$ cat src/rtl/deser_pkg.sv
// Shared types and constants for the multichannel byte-to-sample deserializer.
package deser_pkg;

    localparam int unsigned BYTE_W = 8;

    typedef enum logic [1:0] {
        StIdle,
        StAccum,
        StHold
    } deser_state_e;

    // Unit index width: at least one bit even for tiny unit counts.
    function automatic int unsigned sel_width(input int unsigned num_units);
        return (num_units <= 2) ? 1 : $clog2(num_units);
    endfunction

endpackage

$ cat src/rtl/idle_timer.sv
// Counts enabled cycles while running without a clear; pulses expire when the
// count reaches TIMEOUT_CYCLES. A TIMEOUT_CYCLES of 0 disables expiry.
module idle_timer #(
    parameter int unsigned TIMEOUT_CYCLES = 255
) (
    input  logic clk,
    input  logic rst_n,
    input  logic ena,
    input  logic run,
    input  logic clear,
    output logic expire
);

    localparam int unsigned CW = (TIMEOUT_CYCLES > 0) ? $clog2(TIMEOUT_CYCLES + 1) : 1;

    logic [CW-1:0] cnt_q;

    // An accepted byte in the same cycle always beats expiry.
    assign expire = (TIMEOUT_CYCLES != 0) && run && ena && !clear &&
                    (cnt_q == CW'(TIMEOUT_CYCLES));

    // Idle counter: restarts on clear, when stopped, or once it has fired.
    always_ff @(posedge clk or negedge rst_n) begin
        if (!rst_n) begin
            cnt_q <= '0;
        end else if (ena) begin
            if (clear || !run || expire) begin
                cnt_q <= '0;
            end else begin
                cnt_q <= cnt_q + 1'b1;
            end
        end
    end

endmodule

$ cat src/rtl/sample_deserializer_mc.sv
// Assembles byte strobes into DATA_WIDTH samples for one of NUM_UNITS units,
// with selectable byte order, auto unit sequencing, valid/ready output and
// an inter-byte timeout that drops broken transfers.
module sample_deserializer_mc
    import deser_pkg::*;
#(
    parameter int unsigned NUM_UNITS      = 4,
    parameter int unsigned DATA_WIDTH     = 16,
    parameter int unsigned SEL_WIDTH      = sel_width(NUM_UNITS),
    parameter int unsigned TIMEOUT_CYCLES = 255
) (
    input  logic                  clk,
    input  logic                  rst_n,
    input  logic                  ena,
    input  logic [7:0]            byte_in,
    input  logic                  byte_valid,
    input  logic [SEL_WIDTH-1:0]  sel_in,
    input  logic                  mode_auto,
    input  logic                  msb_first,
    input  logic                  overrun_clr,
    output logic [DATA_WIDTH-1:0] sample_out,
    output logic [SEL_WIDTH-1:0]  sample_unit,
    output logic                  sample_valid,
    input  logic                  sample_ready,
    output logic                  busy,
    output logic                  overrun,
    output logic                  frame_done,
    output logic                  resync
);

    localparam int unsigned BYTES = DATA_WIDTH / BYTE_W;
    localparam int unsigned CNT_W = $clog2(BYTES + 1);

    deser_state_e          state_q, state_d;
    logic [DATA_WIDTH-1:0] acc_q, acc_d;
    logic [CNT_W-1:0]      bcnt_q, bcnt_d;
    logic [SEL_WIDTH-1:0]  unit_q, unit_d;
    logic [SEL_WIDTH-1:0]  ptr_q, ptr_d;
    logic                  msb_q, msb_d;
    logic                  mode_q, mode_d;
    logic                  overrun_q, overrun_d;
    logic                  frame_done_q, frame_done_d;
    logic                  resync_q, resync_d;
    logic                  byte_acc;
    logic                  expire;

    // MSB-first shifts left and appends; LSB-first shifts right and prepends.
    function automatic logic [DATA_WIDTH-1:0] shift_byte(input logic [DATA_WIDTH-1:0] acc,
                                                         input logic [7:0] b,
                                                         input logic msb);
        if (msb) begin
            return (acc << BYTE_W) | DATA_WIDTH'(b);
        end
        return (acc >> BYTE_W) | (DATA_WIDTH'(b) << (DATA_WIDTH - BYTE_W));
    endfunction

    assign byte_acc = ena && byte_valid && ((state_q != StHold) || sample_ready);

    idle_timer #(
        .TIMEOUT_CYCLES(TIMEOUT_CYCLES)
    ) u_idle_timer (
        .clk    (clk),
        .rst_n  (rst_n),
        .ena    (ena),
        .run    (state_q == StAccum),
        .clear  (byte_acc),
        .expire (expire)
    );

    // Next-state: FSM, accumulator, frame pointer, sticky overrun and pulses.
    always_comb begin
        state_d      = state_q;
        acc_d        = acc_q;
        bcnt_d       = bcnt_q;
        unit_d       = unit_q;
        ptr_d        = ptr_q;
        msb_d        = msb_q;
        mode_d       = mode_q;
        overrun_d    = overrun_q;
        frame_done_d = frame_done_q;
        resync_d     = resync_q;
        if (ena) begin
            frame_done_d = 1'b0;
            resync_d     = 1'b0;
            if (overrun_clr) begin
                overrun_d = 1'b0;
            end
            unique case (state_q)
                StIdle: begin
                    if (!mode_auto) begin
                        ptr_d = '0;
                    end
                end
                StAccum: begin
                    if (!byte_valid && expire) begin
                        state_d = StIdle;
                        resync_d = 1'b1;
                    end
                end
                StHold: begin
                    if (sample_ready) begin
                        state_d = StIdle;
                        if (mode_q) begin
                            if (ptr_q == SEL_WIDTH'(NUM_UNITS - 1)) begin
                                ptr_d        = '0;
                                frame_done_d = 1'b1;
                            end else begin
                                ptr_d = ptr_q + 1'b1;
                            end
                        end
                    end else if (byte_valid) begin
                        overrun_d = 1'b1;
                    end
                end
                default: state_d = StIdle;
            endcase
            // First byte of a sample (from IDLE, or zero-bubble out of HOLD).
            if (byte_acc && (state_q != StAccum)) begin
                unit_d  = mode_auto ? ptr_d : sel_in;
                msb_d   = msb_first;
                mode_d  = mode_auto;
                acc_d   = shift_byte('0, byte_in, msb_first);
                bcnt_d  = CNT_W'(1);
                state_d = (BYTES == 1) ? StHold : StAccum;
            end else if (byte_acc) begin
                acc_d  = shift_byte(acc_q, byte_in, msb_q);
                bcnt_d = bcnt_q + 1'b1;
                if (bcnt_d == CNT_W'(BYTES)) begin
                    state_d = StHold;
                end
            end
        end
    end

    // State registers; ena low leaves every register as it was.
    always_ff @(posedge clk or negedge rst_n) begin
        if (!rst_n) begin
            state_q      <= StIdle;
            acc_q        <= '0;
            bcnt_q       <= '0;
            unit_q       <= '0;
            ptr_q        <= '0;
            msb_q        <= 1'b0;
            mode_q       <= 1'b0;
            overrun_q    <= 1'b0;
            frame_done_q <= 1'b0;
            resync_q     <= 1'b0;
        end else begin
            state_q      <= state_d;
            acc_q        <= acc_d;
            bcnt_q       <= bcnt_d;
            unit_q       <= unit_d;
            ptr_q        <= ptr_d;
            msb_q        <= msb_d;
            mode_q       <= mode_d;
            overrun_q    <= overrun_d;
            frame_done_q <= frame_done_d;
            resync_q     <= resync_d;
        end
    end

    assign sample_out   = acc_q;
    assign sample_unit  = unit_q;
    assign sample_valid = (state_q == StHold);
    assign busy         = (state_q == StAccum);
    assign overrun      = overrun_q;
    assign frame_done   = frame_done_q;
    assign resync       = resync_q;

endmodule

$ cat config.mk
export PLATFORM = sky130hd
export DESIGN_NAME = sample_deserializer_mc
export DESIGN_NICKNAME = d
export VERILOG_FILES = /design/src/rtl/deser_pkg.sv /design/src/rtl/idle_timer.sv /design/src/rtl/sample_deserializer_mc.sv
export SDC_FILE = /design/constraint.sdc
export NUM_CORES = 1
export LEC_CHECK = 0
export ABC_AREA = 1
export BUFFER_PORTS_ARGS = -buffer_cell sky130_fd_sc_hd__buf_4
export CORE_ASPECT_RATIO = 1.1
export CORE_MARGIN = 3
export CORE_UTILIZATION = 40
export DETAILED_ROUTE_END_ITERATION = 10
export GPL_ROUTABILITY_DRIVEN = 0
export PLACE_DENSITY = 0.57
export REMOVE_ABC_BUFFERS = 1
export SKIP_LAST_GASP = 1
export SLEW_MARGIN = 40
export SYNTH_ARGS = -nofsm -noshare
export SYNTH_HDL_FRONTEND = slang
export SYNTH_HIERARCHICAL = 1
export SYNTH_SLANG_ARGS = --single-unit
$ cat constraint.sdc
create_clock -name clk -period 2.4 [get_ports clk]
set_clock_uncertainty 0.1 [all_clocks]
set_input_delay 0.24 -clock clk [delete_from_list [all_inputs] [get_ports clk]]
set_output_delay 0.24 -clock clk [all_outputs]
set_load 0.01 [all_outputs]
==> run metrics <==
unique cell type count in the Yosys netlist=32; commonest register cell after synthesis=dfrtp_1; Clock Sink Count=37; GR Util All Layers=17.53%; post-route setup TNS=0 ns; die width=77.96 um; Hold Crit Class=in -> reg; vias in the first global route=1991; post-synth top area share=40.64%; remaining antenna violation count=0; Post-synth EDFFs=0; Arr. time, crit path=1.48 ns; largest net degree at the start of global routing=38; max-slew violations=0; CTS buffer count=5; Mapped Area=2278 sq um; commonest cells after routing, fill and taps aside=nand2_1 (105), buf_4 (45), inv_1 (37), dfrtp_1 (37), nor2_1 (30); most common cell after layout, fill and taps aside=nand2_1; YS warnings=6; total power=2.523 mW; antenna violations before repair=0; Setup crit end kind=output pin; Max Fclk=548.3 MHz; final hold vios=0; Slew @ Worst Pin=0.4871 ns; WS Path Type=reg -> out; Worst EP required=2.06 ns; slowest stage cell on the critical path=dfrtp_1; DRC=0; Mapped Cells=325; H-tree Lvls=2; io pins=41; critical path startpoint category=register; top area cells in the synthesized netlist=dfrtp_1 (41%), nand2_1 (17%), inv_1 (6.1%); die height=85.16 um; syn_area_per_cell=7.011 sq um; fin nets=384; Resized cells post-CTS=0; critical-path cell list=inv_1 > nand2_2 > inv_1 > buf_4 > buf_4; Clock Latency Late Sink=0.29 ns; fill cell count=541; crit-path max cell delay=0.40 ns; P_leak=1.385 nW; unrepaired setup endpoints after global routing=false; layout cells sized above 1=16.21%; drt wl/cell=12.28 um; hpwl dp=3.647 mm; pwr/cell area=934.2 nW/um^2; status=finished, final reports clean; CTS tree=done; period utilisation layout=76.00%; total number of vias=2131; Synth area leader=dfrtp_1; Rel. slew slack=67.52%; first-pass iteration count of the detailed router=4; Clock Tree Root=clkbuf_8; VDD IR max=0.4205 mV; vias per cell=4.854; Area Overhead vs Synth=18.56%; worst-case clock buffer depth=2; final setup fails=0; Worst-path clk slew=0.07 ns; port buffer count=40; fin crit period=1.824 ns; row cnt=28; final WL=5.393 mm; asr flop ratio synth=100.0%; Crit Path Max Fanout=9; grt total ovfl=0; Initial Utilization=41.96%; first-pass GRT wire length=9.349 mm; Die Area=6639 sq um; initial DRC count=137; core area=5430 sq um; # diodes=0; sequential fraction of the synthesis area=40.64%; max-cap violations=0; Yosys reg bits=37
-- sequential cells by signal (all words and copies together) (netlist names) --
register	count
u_idle_timer/cnt_q	8
msb_q	1
mode_q	1
bcnt_q	2
frame_done	1
sample_unit	2
sample_out	16
overrun	1
resync	1
state_q	2
ptr_q	2
-- what timing repair did --
action / 4_1_cts / 5_1_grt
hold buffers: 1 / 0
buffers inserted: 0 / 0
endpoints found under the hold margin: 37 / 0
-- stage by stage --
step           worst slack (ns)  cells  util [%]  area, sq um  hold WS (ns)
2_1_floorplan            0.4937    310         -         2180       -0.1556
3_3_place_gp             0.5219    430     48.09         2611        0.1429
3_5_place_dp             0.4775    430     48.09         2611        0.1440
5_1_grt                  0.3751    439     49.75         2701       0.06117
4_1_cts                  0.5498    439     49.75         2701       0.04693
6_report                 0.5761    439     49.75         2701       0.05588
-- logic make-up (layout without fill, tap and decap cells) --
family                   count (synthesis)  after routing  share of synthesized area, %
buffers and inverters                   55             94                         11.15
AND/OR/NAND/NOR                        170            170                         32.24
adder cells (fa/ha/maj)                  3              3                         1.648
AO/OA/AOI/OAI                           57             57                         13.12
XOR/XNOR                                 2              2                        0.7689
flip-flops                              37             37                         40.64
multiplexers                             1              1                        0.4393
-- worst paths after layout --
check	start	endpoint	slack (ns)	cells past startpoint
worst max-delay path	state_q[1]	busy	0.58	5
worst min-delay path	sel_in[0]	sample_unit[0]	0.06	3
worst max register to register	state_q[0]	state_q[0]	0.59	10
worst min register to register	sample_unit[0]	sample_unit[0]	0.40	2
max in group asynchronous	rst_n	sample_out[11]	1.50	2
min in group asynchronous	rst_n	sample_out[7]	0.35	2
-- layer usage --
metal | track usage (%) | part of all wire, % | vias up
li1 | - | - | 1122
met1 | 22.73 | 47 | 959
met2 | 28.43 | 48 | 43
met3 | 4.034 | 4.2 | 7
met4 | 6.836 | 1.2 | 0
met5 | 0 | 0 | -
-- worst max-delay path, delay by kind of cell, from the launching register on --
kind                   cells  cell delay, ns
flip-flops                 1            0.40
AND/OR/NAND/NOR            1            0.07
buffers and inverters      4            0.73
-- synth_stat cells (2+ instances only) --
cell,number
nor2_1,30
dfrtp_1,37
inv_1,37
clkbuf_1,2
buf_2,7
o22ai_1,2
ha_1,3
a21oi_1,26
nand3_1,12
buf_6,3
inv_4,2
o21ai_0,24
buf_4,3
nand2_1,105
nand4_1,15
-- cell type report --
type	count	area (sq um)	share of cell area, %
Multi-Input combinational cell	233	1099	40.67
Sequential cell	37	925.9	34.28
Timing Repair Buffer	46	347.8	12.88
Inverter	40	155.1	5.743
Tap cell	75	93.84	3.474
Clock buffer	8	80.08	2.964
-- power by group --
group / internal (mW) / switching, mW
Clock: 0.207 / 0.221
Sequential: 0.816 / 0.158
Combinational: 0.467 / 0.656
Total: 1.49 / 1.03
Power figures use the tool's default switching activity.
